File: config.mk
export PLATFORM = sky130hd
export DESIGN_NAME = uart_rx
export DESIGN_NICKNAME = d
export VERILOG_FILES = /design/src/rtl/uart_pkg.sv /design/src/rtl/uart_rx_bps_counter.sv /design/src/rtl/uart_rx.sv
export SDC_FILE = /design/constraint.sdc
export NUM_CORES = 1
export LEC_CHECK = 0
export CORE_ASPECT_RATIO = 0.5
export CORE_MARGIN = 2
export CORE_UTILIZATION = 35
export DETAILED_ROUTE_END_ITERATION = 7
export GPL_TIMING_DRIVEN = 0
export HOLD_SLACK_MARGIN = 0.12
export SETUP_SLACK_MARGIN = 0.05
export SYNTH_ARGS = -nofsm -noshare
export SYNTH_HDL_FRONTEND = slang
export SYNTH_SLANG_ARGS = --single-unit
File: constraint.sdc
create_clock -name clk -period 2.4 [get_ports clk]
set_clock_uncertainty 0.1 [all_clocks]
set_input_delay 0.48 -clock clk [delete_from_list [all_inputs] [get_ports clk]]
set_output_delay 0.48 -clock clk [all_outputs]
set_load 0.02 [all_outputs]
File: src/rtl/uart_pkg.sv
// -----------------------------------------------------------------------------
// uart_pkg
// Definitions shared by the UART receive path (and the matching Tx side):
//   - rx_state_e      : receive FSM state encoding
//   - DATA_BITS       : payload width of one frame
//   - DEFAULT_CLK_FREQ / DEFAULT_BAUD_RATE : common default line setup
//   - calc_clks_per_bit() : clk cycles per serial bit
// Optional build macro: UART_RX_PARITY_EN adds the PARITY state encoding.
// -----------------------------------------------------------------------------
package uart_pkg;

   localparam int DATA_BITS         = 8;
   localparam int DEFAULT_CLK_FREQ  = 50_000_000;
   localparam int DEFAULT_BAUD_RATE = 115_200;

   // Encodings are fixed so that debug views of the state stay stable
   // between the parity and non-parity builds.
   typedef enum logic [2:0] {
      ST_IDLE   = 3'd0,
      ST_START  = 3'd1,
      ST_DATA   = 3'd2,
`ifdef UART_RX_PARITY_EN
      ST_PARITY = 3'd3,
`endif
      ST_STOP   = 3'd4,
      ST_BREAK  = 3'd5
   } rx_state_e;

   // Integer division truncates: 50 MHz / 115200 gives 434.
   function automatic int calc_clks_per_bit(input int clk_freq, input int baud_rate);
      return clk_freq / baud_rate;
   endfunction

endpackage

File: src/rtl/uart_rx_bps_counter.sv
// -----------------------------------------------------------------------------
// uart_rx_bps_counter
// Per-bit cycle counter for the UART receiver. Counts clk cycles while
// enabled and raises a one-cycle tick on the cycle whose rising edge ends a
// half bit (i_half = 1) or a full bit (i_half = 0). The count wraps to zero on
// the tick edge, so consecutive full-bit ticks are CLKS_PER_BIT cycles apart.
// Ports:
//   clk, rst  : clock, asynchronous active-high reset
//   i_clear   : force the count to zero (has priority over counting)
//   i_enable  : count this cycle
//   i_half    : 1 selects the half-bit interval, 0 the full-bit interval
//   o_tick    : combinational tick, consumed by the FSM on the next edge
// -----------------------------------------------------------------------------
module uart_rx_bps_counter #(
   parameter int CLKS_PER_BIT = 434
) (
   input  logic clk,
   input  logic rst,
   input  logic i_clear,
   input  logic i_enable,
   input  logic i_half,
   output logic o_tick
);

   localparam int                CNT_W     = $clog2(CLKS_PER_BIT);
   localparam int                HALF      = CLKS_PER_BIT / 2;
   localparam logic [CNT_W-1:0]  HALF_LAST = CNT_W'(HALF - 1);
   localparam logic [CNT_W-1:0]  FULL_LAST = CNT_W'(CLKS_PER_BIT - 1);

   logic [CNT_W-1:0] cnt_q, cnt_d;
   logic [CNT_W-1:0] last;

   // o_tick deliberately ignores i_clear: the FSM derives i_clear from its
   // next state, which itself depends on o_tick.
   always_comb begin
      last   = i_half ? HALF_LAST : FULL_LAST;
      o_tick = i_enable && (cnt_q == last);
      cnt_d  = cnt_q;
      if (i_clear) begin
         cnt_d = '0;
      end else if (i_enable) begin
         cnt_d = o_tick ? '0 : cnt_q + CNT_W'(1);
      end
   end

   always_ff @(posedge clk or posedge rst) begin
      if (rst) begin
         cnt_q <= '0;
      end else begin
         cnt_q <= cnt_d;
      end
   end

endmodule

File: src/rtl/uart_rx.sv
// -----------------------------------------------------------------------------
// uart_rx
// UART receiver: 1 start, 8 data (LSB first), optional even parity, 1 stop.
// The line is double-flopped, bits are sampled at mid-bit, and each finished
// frame produces exactly one one-cycle strobe. Strobes are valid-only (no
// ready): the consumer must capture o_rx_d in the strobe cycle or later,
// o_rx_d holding until the next frame completes.
// Build macro: UART_RX_PARITY_EN compiles in the PARITY state (11-bit frame).
// Ports:
//   clk, rst         : clock, asynchronous active-high reset
//   i_rx_d           : serial line, idle high, asynchronous to clk
//   o_rx_d           : last received byte
//   o_rx_valid       : strobe, new error-free byte on o_rx_d
//   o_rx_frame_err   : strobe, stop bit sampled low
//   o_rx_parity_err  : strobe, parity mismatch (constant 0 without parity)
// -----------------------------------------------------------------------------
module uart_rx
   import uart_pkg::*;
#(
   parameter int CLK_FREQ  = DEFAULT_CLK_FREQ,
   parameter int BAUD_RATE = DEFAULT_BAUD_RATE
) (
   input  logic                 clk,
   input  logic                 rst,
   input  logic                 i_rx_d,
   output logic [DATA_BITS-1:0] o_rx_d,
   output logic                 o_rx_valid,
   output logic                 o_rx_frame_err,
   output logic                 o_rx_parity_err
);

   localparam int CLKS_PER_BIT = calc_clks_per_bit(CLK_FREQ, BAUD_RATE);

   rx_state_e              state_q, state_d;
   logic                   rx_meta_q, rx_meta_d;
   logic                   rx_sync_q, rx_sync_d;
   logic [DATA_BITS-1:0]   shift_q, shift_d;
   logic [2:0]             bit_idx_q, bit_idx_d;
   logic [DATA_BITS-1:0]   rx_data_q, rx_data_d;
   logic                   valid_q, valid_d;
   logic                   ferr_q, ferr_d;
`ifdef UART_RX_PARITY_EN
   logic                   parity_q, parity_d;
   logic                   perr_q, perr_d;
`endif

   logic cnt_clear, cnt_en, cnt_half, tick;

   uart_rx_bps_counter #(
      .CLKS_PER_BIT (CLKS_PER_BIT)
   ) u_bps_counter (
      .clk      (clk),
      .rst      (rst),
      .i_clear  (cnt_clear),
      .i_enable (cnt_en),
      .i_half   (cnt_half),
      .o_tick   (tick)
   );

   always_comb begin
      rx_meta_d = i_rx_d;
      rx_sync_d = rx_meta_q;
      state_d   = state_q;
      shift_d   = shift_q;
      bit_idx_d = bit_idx_q;
      rx_data_d = rx_data_q;
      valid_d   = 1'b0;
      ferr_d    = 1'b0;
`ifdef UART_RX_PARITY_EN
      parity_d  = parity_q;
      perr_d    = 1'b0;
`endif
      cnt_en    = 1'b0;
      cnt_half  = 1'b0;

      case (state_q)
         ST_IDLE: begin
            if (!rx_sync_q) state_d = ST_START;
         end
         ST_START: begin
            cnt_en   = 1'b1;
            cnt_half = 1'b1;
            if (tick) begin
               // A line back high at mid-start is a glitch, not a frame.
               if (!rx_sync_q) begin
                  state_d   = ST_DATA;
                  bit_idx_d = 3'd0;
               end else begin
                  state_d = ST_IDLE;
               end
            end
         end
         ST_DATA: begin
            cnt_en = 1'b1;
            if (tick) begin
               shift_d   = {rx_sync_q, shift_q[DATA_BITS-1:1]};
               bit_idx_d = bit_idx_q + 3'd1;
               if (bit_idx_q == 3'd7) begin
`ifdef UART_RX_PARITY_EN
                  state_d = ST_PARITY;
`else
                  state_d = ST_STOP;
`endif
               end
            end
         end
`ifdef UART_RX_PARITY_EN
         ST_PARITY: begin
            cnt_en = 1'b1;
            if (tick) begin
               parity_d = rx_sync_q;
               state_d  = ST_STOP;
            end
         end
`endif
         ST_STOP: begin
            cnt_en = 1'b1;
            if (tick) begin
               rx_data_d = shift_q;
               if (rx_sync_q) begin
                  // Leaving at mid-stop lets a back-to-back start bit be seen.
                  state_d = ST_IDLE;
`ifdef UART_RX_PARITY_EN
                  if (^{shift_q, parity_q} == 1'b0) valid_d = 1'b1;
                  else                              perr_d  = 1'b1;
`else
                  valid_d = 1'b1;
`endif
               end else begin
                  ferr_d  = 1'b1;
                  state_d = ST_BREAK;
               end
            end
         end
         ST_BREAK: begin
            // A held-low line must go high before another frame is accepted.
            if (rx_sync_q) state_d = ST_IDLE;
         end
         default: state_d = ST_IDLE;
      endcase

      cnt_clear = (state_d != state_q) || (state_q == ST_IDLE);
   end

   always_ff @(posedge clk or posedge rst) begin
      if (rst) begin
         state_q   <= ST_IDLE;
         rx_meta_q <= 1'b1;
         rx_sync_q <= 1'b1;
         shift_q   <= '0;
         bit_idx_q <= '0;
         rx_data_q <= '0;
         valid_q   <= 1'b0;
         ferr_q    <= 1'b0;
`ifdef UART_RX_PARITY_EN
         parity_q  <= 1'b0;
         perr_q    <= 1'b0;
`endif
      end else begin
         state_q   <= state_d;
         rx_meta_q <= rx_meta_d;
         rx_sync_q <= rx_sync_d;
         shift_q   <= shift_d;
         bit_idx_q <= bit_idx_d;
         rx_data_q <= rx_data_d;
         valid_q   <= valid_d;
         ferr_q    <= ferr_d;
`ifdef UART_RX_PARITY_EN
         parity_q  <= parity_d;
         perr_q    <= perr_d;
`endif
      end
   end

   assign o_rx_d         = rx_data_q;
   assign o_rx_valid     = valid_q;
   assign o_rx_frame_err = ferr_q;
`ifdef UART_RX_PARITY_EN
   assign o_rx_parity_err = perr_q;
`else
   assign o_rx_parity_err = 1'b0;
`endif

endmodule

== Word-level counts from Yosys, hierarchy flattened ==
Cells that the tools add are included.
Operators by class
  add/sub/neg operators: 2
  reduce and logical (&&, ||, !) cells: 9
  multiplexer cells: 25
  equal/unequal tests: 10
Operator list (number)
  9-bit 2-to-1 mux: 4
  3-bit 2-to-1 mux: 10
  3-bit case mux with 5 select lines: 1
  9-bit by 1-bit adder with 9-bit output, second input constant: 1
  3-bit equality test, second input constant: 3
  9-bit equality test: 1
  1-bit 2-to-1 mux: 8
  2-bit inequality test, second input constant: 3
  3-bit case mux with 2 select lines: 1
  2-bit AND reduction: 2
  4-bit AND reduction: 1
  2-bit nonzero test: 2
  3-bit by 1-bit adder with 3-bit output, second input constant: 1
  3-bit by 1-bit equality test with 1-bit output, second input constant: 1
  3-bit by 2-bit equality test with 1-bit output, second input constant: 1
  3-bit logical NOT: 1
  3-bit inequality test: 1
  3-bit OR reduction: 1
  2-bit 2-to-1 mux: 1
  1-bit logical AND: 1
  1-bit logical OR: 1
Word-level totals
  output and inout port bits: 11
  word-level logic and storage cells: 55
  bits in registers: 35
  input port bits: 3

== Logic depth before layout (Yosys ltp) ==
Gate-level depths: netlist of the first run.
  depth after elaboration: 10
  mapped depth: 6
  depth with buffers taken out: 5

== Modules after synthesis ==
A second synthesis of the first run with hierarchy kept.
Unflattened totals
  cells, all modules: 161
  area, all modules: 1690.4 µm²
Modules (own cells, without submodules)
  uart_rx: cells an instance 108, sequential area each 653.1 µm², area each 1169.9 µm², instances 1
  uart_rx_bps_counter: cells an instance 53, sequential area each 225.2 µm², area each 520.5 µm², instances 1

== Worst setup path before layout of the first run ==
No wires, ideal clock.
  path type: flip-flop to flip-flop
  from: register state_q[1]
  to: register u_bps_counter.cnt_q[1]
  cell stages (with the launch flop): 7
  library setup time: 0.122 ns
  period minus slack after synthesis: 2.020 ns
  path buffers: 2
  setup slack: 0.380 ns
  arrival time: 1.798 ns
  required time: 2.178 ns
  path through: dfrtp_1 buf_6 or3b_1 or4_1 buf_2 and2_4 a32o_1
On the way
  longest elaborated chain between the ends: 10
  elaborated cells between the ends (all ways): 24
  those cells by class: eq/ne: 6; mux: 13; reduce/logical: 5
RTL lines
  start: declaration: line uart_rx.sv:34  | rx_state_e state_q, state_d;
  start signal: assignment: line uart_rx.sv:160  | state_q <= state_d;
  3-bit by 1-bit equality test with 1-bit output: line uart_rx.sv:76  | case (state_q)
  1-bit 2-to-1 mux: line uart_rx.sv:76
  9-bit 2-to-1 mux: line uart_rx_bps_counter.sv:36  | last = i_half ? HALF_LAST : FULL_LAST;
  9-bit equality test: line uart_rx_bps_counter.sv:37  | o_tick = i_enable && (cnt_q == last);
  1-bit logical AND: line uart_rx_bps_counter.sv:37
  3-bit 2-to-1 mux (on tied branches): line uart_rx.sv:118, uart_rx.sv:83, uart_rx.sv:95
  3-bit case mux with 5 select lines: line uart_rx.sv:76
  3-bit inequality test: line uart_rx.sv:142  | cnt_clear = (state_d != state_q) || (state_q == ST_IDLE);
  1-bit logical OR: line uart_rx.sv:142
  9-bit 2-to-1 mux or 2-bit nonzero test (tied branches)
  end signal: assignment: line uart_rx_bps_counter.sv:50  | cnt_q <= cnt_d;
  end: declaration: line uart_rx_bps_counter.sv:30  | logic [CNT_W-1:0] cnt_q, cnt_d;
Several ways; a longest one is shown, not always the timed one. The select of a mux whose other input is x is not followed.
A chain may end at the register's enable or synchronous reset.

== Worst setup path in the final report of the first run ==
  from: register u_bps_counter.cnt_q[3]
  to: register rx_data_q[7] (netlist: o_rx_d[7])
On the way
  longest elaborated chain between the ends: 3
RTL lines
  9-bit equality test: line uart_rx_bps_counter.sv:37
  1-bit logical AND: line uart_rx_bps_counter.sv:37
  2-bit AND reduction (no source line)
  end signal: assignment: line uart_rx.sv:165  | rx_data_q <= rx_data_d;
  end: declaration: line uart_rx.sv:39  | logic [DATA_BITS-1:0] rx_data_q, rx_data_d;
No other way between the ends.

==> summary.log, run 1 <==
[detailed_routing] per-cell via count in the routed design 5.15
[worst_setup_path] crit-path max FO 10
[worst_setup_path] WP data arrival 2.21 ns
[power_and_ir_drop] Max IR drop VDD 280 µV
[synth] count of mapped cells out of synthesis 137
[global_routing] maximum number of pins on one net before global-route repair 36
[floorplan] die outline width 101 µm
[sta] Max Slew Vio Count 0
[finish] fin nets 162
[sta] transition time at the pin with the least slew margin 0.727 ns
[worst_setup_path] CP max-delay cell sky130_fd_sc_hd__or4_1
[worst_setup_path] critical path required time 2.47 ns
[cts] number of buffers on the longest clock path 2
[synth] number of distinct standard cells referenced by the synthesized netlist 43
[synth] library cell with the largest summed area after synthesis sky130_fd_sc_hd__dfrtp_1
[finish] Layout area overhead 17.5%
[power_and_ir_drop] ratio of total power to cell area 539 nW/µm²
[detailed_routing] average wire length per cell after detail routing 13.9 µm
[detailed_routing] first-iteration detailed-routing DRC count 38
[finish] Design Area, Final 1920 µm²
[worst_setup_path] crit-path max cell delay 0.50 ns
[cts] clock transition at the registers of the reported paths 0.08 ns
[synth] Synth top area share 50.5%
[synth] number of enable-type register cells in the synthesized netlist 0
[global_routing] wire length of the first global-routing pass 5.15 mm
[status] result of the run finished clean
[floorplan] area of the core 4450 µm²
[synth] synthesized net count 143
[cts] cell at the root of the clock tree sky130_fd_sc_hd__clkbuf_8
[sta] setup repair after global routing missed its margin false
[floorplan] die area 5270 µm²
[power_and_ir_drop] sequential share of power 57.3%
[synth] Synth Register Bits 35
[detailed_routing] residual DRC count 0
[synth] number of warning messages in the yosys log 0
[synth] Synth async-reset ratio 100%
[power_and_ir_drop] leakage power 0.856 nW
[synth] most used standard cell by instance count after synthesis sky130_fd_sc_hd__dfrtp_1
[cts] Setup Buffers After CTS 0
[sta] setup TNS 0 ns
[floorplan] Site Rows 17
[finish] final core area utilization 43.3%
[hold_path] class of the worst hold path flip-flop to flip-flop
[synth] top cell types by occurrence after synthesis sky130_fd_sc_hd__dfrtp_1, sky130_fd_sc_hd__mux2_2, sky130_fd_sc_hd__a21oi_1
[detailed_routing] final WL 2.97 mm
[synth] synthesized area divided by synthesized cell count 11.9 µm²
[power_and_ir_drop] Overall Power 0.00104 W
[power_and_ir_drop] power share of the combinational group 1.9%
[place] gp weighted congestion 0.743
[global_routing] number of antenna violations at the first check in global routing 0
[cts] Sink Count 35
[detailed_routing] router iterations before antenna repair 4
[floorplan] IO Count 14
[sta] count of final setup violators 0
[cts] total CTS buffers 5
[synth] share of the yosys chip area belonging to registers 53.7%
[finish] antenna diode count 0
[global_routing] vias in the first global route 1077
[power_and_ir_drop] design internal power 0.000799 W
[global_routing] GRT Residual Overflow 0
[place] count of buffers from port buffering 12
[worst_setup_path] Crit Path Class flip-flop to flip-flop
[power_and_ir_drop] net load switching power 0.000237 W
[place] post-detailed-placement cell area 1830 µm²
[detailed_routing] Antenna Nets Post-Route 0
[detailed_routing] total number of vias 1103
[power_and_ir_drop] switching fraction of total power 22.8%
[place] worst setup slack before clock tree synthesis 0.167 ns
[sta] f_max 469 MHz
[sta] smallest setup slack after layout 0.267 ns
[worst_setup_path] kind of launch point of the worst setup path flip-flop
[synth] synth top area cells sky130_fd_sc_hd__dfrtp_1, sky130_fd_sc_hd__mux2_2, sky130_fd_sc_hd__dfstp_2, sky130_fd_sc_hd__a21oi_1, sky130_fd_sc_hd__ha_1
[job] max-cap viol count 0
[worst_setup_path] Cell Chain, Critical Path and4bb_2 > nand2_1 > or4_1 > buf_2 > mux2_2
[cts] clock tree from TritonCTS built
[sta] final hold vios 0
[global_routing] GRT Overall Usage 13.3%
[sta] share of the clock period used by the worst path after layout 88.9%
[cts] Worst-Skew Late Latency 0.29 ns
[floorplan] initial standard-cell utilization of the core 36.8%
[sta] worst slew margin relative to its limit 51.4%
[synth] Synth Flop Type sky130_fd_sc_hd__dfrtp_1
[worst_setup_path] Critical Path End Type flip-flop
[cts] H-tree level count 2
[place] HPWL after detailed placement 2.00 mm
[floorplan] Vert. Die Dim 52.4 µm
[sta] fin crit period 2.13 ns
[finish] share of final-layout standard cells stronger than drive strength 1 24.8%
[synth] Post-Syn Area 1640 µm²
[power_and_ir_drop] fraction of power consumed by the clock network 40.8%
## registers in the layout (all words and copies together), names as in the netlist
name,cells
rx_meta_q,1
o_rx_frame_err,1
shift_q,8
o_rx_valid,1
o_rx_d,8
u_bps_counter.cnt_q,9
bit_idx_q,3
rx_sync_q,1
state_q,3
## kinds of logic (layout without fill, tap and decap cells)
logic type	after synthesis	count (layout)	share of synthesized area, %
other cells	1	1	0.229
flops	35	35	53.7
simple gates	36	36	14.1
buf+inv	13	33	4.13
compound gates	30	30	12.8
fa+ha+maj	3	3	2.29
xor+xnor	2	2	1.07
mux	17	17	11.7
## cell usage in the layout (no fill, tap or decap), types with 2 or more instances in the layout
master / count
sky130_fd_sc_hd__clkinvlp_4: 2
sky130_fd_sc_hd__dfstp_2: 2
sky130_fd_sc_hd__buf_4: 2
sky130_fd_sc_hd__buf_2: 3
sky130_fd_sc_hd__clkbuf_8: 5
sky130_fd_sc_hd__o21ai_0: 7
sky130_fd_sc_hd__ha_1: 3
sky130_fd_sc_hd__a21oi_1: 8
sky130_fd_sc_hd__nand2b_1: 2
sky130_fd_sc_hd__nand2_1: 6
sky130_fd_sc_hd__mux2_2: 17
sky130_fd_sc_hd__xor2_1: 2
sky130_fd_sc_hd__a22o_1: 2
sky130_fd_sc_hd__nand3_1: 4
sky130_fd_sc_hd__nand4bb_1: 3
sky130_fd_sc_hd__or4_1: 3
sky130_fd_sc_hd__nand4_1: 2
sky130_fd_sc_hd__dfrtp_1: 33
sky130_fd_sc_hd__nor2_1: 4
sky130_fd_sc_hd__clkdlybuf4s50_1: 12
sky130_fd_sc_hd__or3_1: 4
sky130_fd_sc_hd__inv_1: 5
## critical path: cells and delay by family (launching register included)
kind / cells / cell delay, ns
buf+inv: 1 / 0.21
mux: 1 / 0.30
flops: 1 / 0.44
simple gates: 3 / 0.95
## per-stage QoR
step,hold WS [ns],cells
after floorplan,0.245,137
after global placement,0.247,206
after detailed placement,0.258,206
after CTS,0.269,214
after global routing,0.278,214
final,0.264,214
## area by class of cell
type | count | area [µm²]
fillers | 421 | 2520
well taps | 57 | 71.3
repair buffers | 12 | 120
multi-input cells | 89 | 697
plain buffers | 7 | 45.0
clock buffers | 5 | 68.8
clock inverters | 3 | 20.0
flip-flops and latches | 35 | 878
inverters | 6 | 22.5
## power groups by stage
| stage | registers, W | logic (W) | clock network (W) |
|---|---|---|---|
| 2_1_floorplan | 0.000605 | 0.0000133 | 0 |
| 3_3_place_gp | 0.000605 | 0.0000204 | 0 |
| 3_5_place_dp | 0.000606 | 0.0000206 | 0 |
| 4_1_cts | 0.000594 | 0.0000207 | 0.000443 |
| 5_1_grt | 0.000594 | 0.0000235 | 0.000480 |
| 6_report | 0.000594 | 0.0000198 | 0.000422 |
## layer usage
metal | track usage (%) | share of wire [%]
met1 | 17.6 | 51
met2 | 19.9 | 44
met3 | 3.60 | 2.6
met4 | 7.53 | 2.0
met5 | 0 | 0
## worst paths after layout
kind	from	end	slack, ns	depth (start not counted)
max	u_bps_counter.cnt_q[3]	o_rx_d[7]	0.27	5
min	rx_meta_q	rx_sync_q	0.26	0
max reg2reg	u_bps_counter.cnt_q[3]	o_rx_d[7]	0.27	5
min reg2reg	rx_meta_q	rx_sync_q	0.26	0
max in group asynchronous	rst	o_rx_d[1]	1.21	2
min in group asynchronous	rst	u_bps_counter.cnt_q[7]	0.53	2
## repair_timing
action                                  in CTS  in global routing
hold buffers                                 0                  0
resized for setup                            0                  1
endpoints found under the setup margin       0                  6
(Power assumes the default switching activity.)
==> run 2: changes to the inputs <==
CORE_ASPECT_RATIO = unset   (was 0.5)
CTS_BUF_LIST = sky130_fd_sc_hd__clkbuf_8 sky130_fd_sc_hd__clkbuf_16   (was unset)
==> run 2 against run 1 <==
Effect of this change: critical path depth up 1; routed wire length rose by 0.47%; register-to-register slack lost 0.02 ns; power grew 9.3%.
==> summary.log, run 2 (synthesis results as in run 1) <==
[cts] CTS hold repair buffers 0
[sta] Max Slew Vio Count 0
[sta] setup TNS 0 ns
[cts] Worst-Skew Late Latency 0.29 ns
[power_and_ir_drop] sequential share of power 52.5%
[worst_setup_path] Crit Path Class flip-flop to flip-flop
[place] gp weighted congestion 0.800
[detailed_routing] residual DRC count 0
[job] max-cap viol count 0
[sta] share of the clock period used by the worst path after layout 89.6%
[finish] antenna diode count 0
[global_routing] GRT Overall Usage 12.5%
[detailed_routing] final WL 2.98 mm
[floorplan] Vert. Die Dim 72.4 µm
[cts] cell at the root of the clock tree sky130_fd_sc_hd__clkbuf_8
[sta] fin crit period 2.15 ns
[status] result of the run finished clean
[power_and_ir_drop] leakage power 0.874 nW
[floorplan] area of the core 4440 µm²
[detailed_routing] Antenna Nets Post-Route 0
[detailed_routing] router iterations before antenna repair 4
[global_routing] GRT Residual Overflow 0
[sta] smallest setup slack after layout 0.249 ns
[cts] clock tree from TritonCTS built
[cts] Sink Count 35
[power_and_ir_drop] Max IR drop VDD 350 µV
[global_routing] maximum number of pins on one net before global-route repair 36
[finish] number of flip-flops in the largest register 9
[detailed_routing] first-iteration detailed-routing DRC count 39
[floorplan] initial standard-cell utilization of the core 36.8%
[power_and_ir_drop] fraction of power consumed by the clock network 45.8%
[sta] worst slew margin relative to its limit 52.5%
[cts] Setup Buffers After CTS 0
[worst_setup_path] Critical Path End Type flip-flop
[floorplan] Site Rows 24
[place] count of buffers from port buffering 12
[sta] f_max 465 MHz
[global_routing] vias in the first global route 1164
[finish] fin nets 162
[finish] most used cells in the layout excluding fill and tap cells sky130_fd_sc_hd__dfrtp_1, sky130_fd_sc_hd__mux2_2, sky130_fd_sc_hd__clkdlybuf4s50_1
[finish] post-route non-filler standard cell count 209
[power_and_ir_drop] ratio of total power to cell area 583 nW/µm²
[hold_path] class of the worst hold path flip-flop to flip-flop
[cts] total CTS buffers 5
[power_and_ir_drop] switching fraction of total power 19.9%
[detailed_routing] per-cell via count in the routed design 5.43
[cts] clock transition at the registers of the reported paths 0.07 ns
[worst_setup_path] crit-path max FO 9
[worst_setup_path] kind of launch point of the worst setup path flip-flop
[sta] setup repair after global routing missed its margin false
[power_and_ir_drop] design internal power 0.000907 W
[floorplan] die area 5240 µm²
[finish] Layout area overhead 18.6%
[cts] H-tree level count 2
[global_routing] number of antenna violations at the first check in global routing 0
[finish] share of final-layout standard cells stronger than drive strength 1 24.8%
[detailed_routing] total number of vias 1135
[sta] count of final setup violators 0
[power_and_ir_drop] power share of the combinational group 1.7%
[cts] number of buffers on the longest clock path 2
[place] HPWL after detailed placement 2.14 mm
[place] Cells after DPL 201
[sta] transition time at the pin with the least slew margin 0.711 ns
[finish] most frequent standard cell in the layout excluding fill and tap cells sky130_fd_sc_hd__dfrtp_1
[power_and_ir_drop] net load switching power 0.000225 W
[floorplan] die outline width 72.4 µm
[finish] top register by number of flip-flops u_bps_counter.cnt_q
[detailed_routing] average wire length per cell after detail routing 14.3 µm
[global_routing] wire length of the first global-routing pass 5.09 mm
[sta] final hold vios 0
[worst_setup_path] critical path required time 2.47 ns
[place] worst setup slack before clock tree synthesis 0.0977 ns
[worst_setup_path] WP data arrival 2.22 ns
[floorplan] IO Count 14
run 2: final cells by class:
class                      instances  area (µm²)
fill                             442        2500
sequential                        35         878
multi-input combinational         89         697
timing repair buffer              12         120
clock buffer                       5        68.8
tap                               52        65.1
buffer                             7        45.0
clock inverter                     3        43.8
inverter                           6        22.5
run 2: final timing paths:
| kind | end | slack, ns | cells past startpoint | start |
|---|---|---|---|---|
| setup / recovery | u_bps_counter.cnt_q[1] | 0.25 | 6 | state_q[1] |
| hold / removal | rx_sync_q | 0.26 | 0 | rx_meta_q |
| setup reg to reg | u_bps_counter.cnt_q[1] | 0.25 | 6 | state_q[1] |
| hold reg to reg | rx_sync_q | 0.26 | 0 | rx_meta_q |
| max in group asynchronous | u_bps_counter.cnt_q[2] | 1.21 | 2 | rst |
| min in group asynchronous | shift_q[1] | 0.53 | 2 | rst |
run 2: layer usage:
metal / global-route usage [%] / wire length [µm] / share of wire (%)
met1: 15.3 / 1330 / 45
met2: 20.8 / 1520 / 51
met3: 4.31 / 91 / 3.1
met4: 4.32 / 39 / 1.3
met5: 0 / 0 / 0
run 2: power groups by stage:
stage	Clock [W]	Combinational (W)	Sequential, W
2_1_floorplan	0	0.0000133	0.000605
3_3_place_gp	0	0.0000198	0.000605
3_5_place_dp	0	0.0000206	0.000605
4_1_cts	0.000538	0.0000208	0.000594
5_1_grt	0.000562	0.0000228	0.000594
6_report	0.000518	0.0000195	0.000594
run 2: repair_timing:
item                       in CTS  in global routing
setup endpoints to repair       0                  6
hold endpoints to repair        0                  0
gates resized for setup         0                  1
run 2: worst max-delay path: stages, from the launching register on:
cell and delay [ns]:
sky130_fd_sc_hd__dfrtp_1 0.38, sky130_fd_sc_hd__buf_6 0.14, sky130_fd_sc_hd__or3b_1 0.33, sky130_fd_sc_hd__or4_1 0.49, sky130_fd_sc_hd__buf_2 0.19, sky130_fd_sc_hd__and2_4 0.18, sky130_fd_sc_hd__a32o_1 0.24
run 2: stage by stage:
stage / area [µm²] / util, % / hold slack, ns / total power [W]
floorplan: 1640 / - / 0.245 / 0.000618
global placement: 1820 / 41.0 / 0.247 / 0.000625
detailed placement: 1820 / 41.0 / 0.251 / 0.000626
CTS: 1930 / 43.5 / 0.262 / 0.00115
global route: 1940 / 43.7 / 0.266 / 0.00118
finish: 1940 / 43.7 / 0.261 / 0.00113
==> run 3: changes to the inputs <==
CORE_MARGIN = unset   (was 2)
==> run 3 against run 2 <==
Effect of this change: first-iteration DRC count increased by 31%; sequential share of layout area unchanged; register-to-register slack about the same; flip-flop and latch count stayed put; setup slack improved by 0.0044 ns; utilization rose by 0.30 points; routed wire length up 0.91%; clock power fell by 1%; non-clock buffer count did not move; critical path type unchanged; power fell by 0.43%; sequential power barely moved.
==> summary.log, run 3 (synthesis results as in run 1) <==
[worst_setup_path] slack of the worst reg-to-reg path 0.25 ns
[place] count of buffers from port buffering 12
[detailed_routing] router iterations before antenna repair 4
[worst_setup_path] kind of launch point of the worst setup path flip-flop
[cts] number of buffers on the longest clock path 2
[finish] top register by number of flip-flops u_bps_counter.cnt_q
[sta] worst slew margin relative to its limit 52.4%
[detailed_routing] detailed route wirelength on metal3 97 µm
[global_routing] wire length of the first global-routing pass 5.13 mm
[sta] transition time at the pin with the least slew margin 0.713 ns
[floorplan] IO Count 14
[global_routing] maximum number of pins on one net before global-route repair 36
[floorplan] Vert. Die Dim 70.4 µm
[cts] clock tree from TritonCTS built
[cts] H-tree level count 2
[finish] number of flip-flops in the largest register 9
[cts] Worst-Skew Late Latency 0.28 ns
[worst_setup_path] crit-path max FO 6
[floorplan] die area 4950 µm²
[cts] Sink Count 35
[finish] share of final-layout standard cells stronger than drive strength 1 24.8%
[global_routing] number of antenna violations at the first check in global routing 0
[detailed_routing] per-cell via count in the routed design 5.45
[floorplan] Site Rows 24
[worst_setup_path] worst-case reg-to-reg path depth 5
[finish] area taken by multi-input logic gates 697 µm²
[place] HPWL after detailed placement 2.16 mm
[finish] antenna diode count 0
[detailed_routing] residual DRC count 0
[detailed_routing] final WL 3.01 mm
[worst_setup_path] endpoint of the most critical register-to-register path u_bps_counter.cnt_q[1]
[worst_setup_path] critical path required time 2.47 ns
[sta] setup TNS 0 ns
[detailed_routing] total number of vias 1140
[sta] f_max 466 MHz
[finish] most frequent standard cell in the layout excluding fill and tap cells sky130_fd_sc_hd__dfrtp_1
[hold_path] class of the worst hold path flip-flop to flip-flop
[floorplan] initial standard-cell utilization of the core 37.1%
[power_and_ir_drop] leakage power 0.874 nW
[worst_setup_path] Critical Path End Type flip-flop
[finish] fin nets 162
[detailed_routing] highest routed metal layer met4
[worst_setup_path] R2R Path Start u_bps_counter.cnt_q[2]
[sta] final hold vios 0
[worst_setup_path] CP max-delay cell sky130_fd_sc_hd__or4_1
[place] gp weighted congestion 0.835
[hold_path] worst min-delay path endpoint rx_sync_q
[detailed_routing] sum of met2 wire segment lengths after detailed routing 1.56 mm
[detailed_routing] Antenna Nets Post-Route 0
[cts] cell at the root of the clock tree sky130_fd_sc_hd__clkbuf_8
[worst_setup_path] WP data arrival 2.22 ns
[cts] CTS hold repair buffers 0
[hold_path] HP Start rx_meta_q
[detailed_routing] average wire length per cell after detail routing 14.4 µm
[sta] share of the clock period used by the worst path after layout 89.4%
[worst_setup_path] crit-path max cell delay 0.58 ns
[worst_setup_path] Cell Chain, Critical Path nand4bb_1 > or4_1 > buf_2 > and2_4 > a32o_1
[finish] sequential standard cell area 878 µm²
[power_and_ir_drop] Max IR drop VDD 307 µV
[sta] fin crit period 2.15 ns
[hold_path] instance count along the most critical hold path 0
[status] result of the run finished clean
[global_routing] GRT Overall Usage 13.3%
[finish] most used cells in the layout excluding fill and tap cells sky130_fd_sc_hd__dfrtp_1, sky130_fd_sc_hd__mux2_2, sky130_fd_sc_hd__clkdlybuf4s50_1
[cts] total CTS buffers 5
[worst_setup_path] Crit Path Class flip-flop to flip-flop
[cts] clock transition at the registers of the reported paths 0.07 ns
[power_and_ir_drop] ratio of total power to cell area 581 nW/µm²
[detailed_routing] routed metal-1 wirelength 1.30 mm
[sta] setup repair after global routing missed its margin false
[worst_setup_path] CP Buf/Inv Count 1
[finish] Layout area overhead 18.6%
[floorplan] die outline width 70.4 µm
[job] max-cap viol count 0
[sta] count of final setup violators 0
[cts] Setup Buffers After CTS 0
[global_routing] vias in the first global route 1143
[detailed_routing] first-iteration detailed-routing DRC count 51
[power_and_ir_drop] Overall Power 0.00113 W
[finish] total of fill cells in the finished design 421
[worst_setup_path] cell family with most CP delay simple AND/OR/NAND/NOR gates
[sta] Max Slew Vio Count 0
[global_routing] GRT Residual Overflow 0
[floorplan] area of the core 4410 µm²
[run 3: area by class of cell]
| cell class | instances | area share (%) |
|---|---|---|
| Buffer | 7 | 2.32 |
| Clock buffer | 5 | 3.55 |
| Clock inverter | 3 | 2.26 |
| Inverter | 6 | 1.16 |
| Multi-Input combinational cell | 89 | 35.9 |
| Sequential cell | 35 | 45.3 |
| Tap cell | 52 | 3.35 |
| Timing Repair Buffer | 12 | 6.19 |
[run 3: worst max path at each step]
stage                     depth (start not counted)  slack [ns]                      to                    from
after CTS                                         5        0.07              shift_q[0]  u_bps_counter.cnt_q[3]
after detailed placement                          5        0.08              shift_q[0]  u_bps_counter.cnt_q[3]
after global routing                              5        0.11              shift_q[7]  u_bps_counter.cnt_q[3]
after floorplan                                   6        0.38  u_bps_counter.cnt_q[1]              state_q[1]
final                                             5        0.25  u_bps_counter.cnt_q[1]  u_bps_counter.cnt_q[2]
after global placement                            5        0.10              shift_q[5]  u_bps_counter.cnt_q[3]
[run 3: power breakdown]
group	internal, W	leakage, nW	switching (W)
combinational	0.00000512	0.349	0.0000146
clock	0.000309	0.0581	0.000205
sequential	0.000593	0.467	0.00000143
[run 3: metrics by stage]
| step | hold WS, ns | instance area [µm²] | utilization [%] | std cells | worst slack, ns |
|---|---|---|---|---|---|
| 3_5_place_dp | 0.248 | 1820 | 41.3 | 201 | 0.0758 |
| 2_1_floorplan | 0.245 | 1640 | - | 137 | 0.380 |
| 3_3_place_gp | 0.247 | 1820 | 41.3 | 201 | 0.104 |
| 5_1_grt | 0.270 | 1940 | 44.0 | 209 | 0.109 |
| 6_report | 0.257 | 1940 | 44.0 | 209 | 0.254 |
| 4_1_cts | 0.258 | 1930 | 43.8 | 209 | 0.0738 |
[run 3: worst reg2reg max path: stages, from the launching register on]
cell	delay, ns
sky130_fd_sc_hd__dfrtp_1	0.42
sky130_fd_sc_hd__nand4bb_1	0.34
sky130_fd_sc_hd__or4_1	0.58
sky130_fd_sc_hd__buf_2	0.19
sky130_fd_sc_hd__and2_4	0.18
sky130_fd_sc_hd__a32o_1	0.23
[run 3: what timing repair did]
action,CTS,global route
endpoints found under the setup margin,0,6
hold endpoints to repair,0,0
resized for setup,0,1
[run 3: layer usage]
metal	vias up	GRT usage, %
met5	-	0
met4	0	5.33
met3	7	4.33
met2	18	23.0
met1	574	15.1
li1	541	-
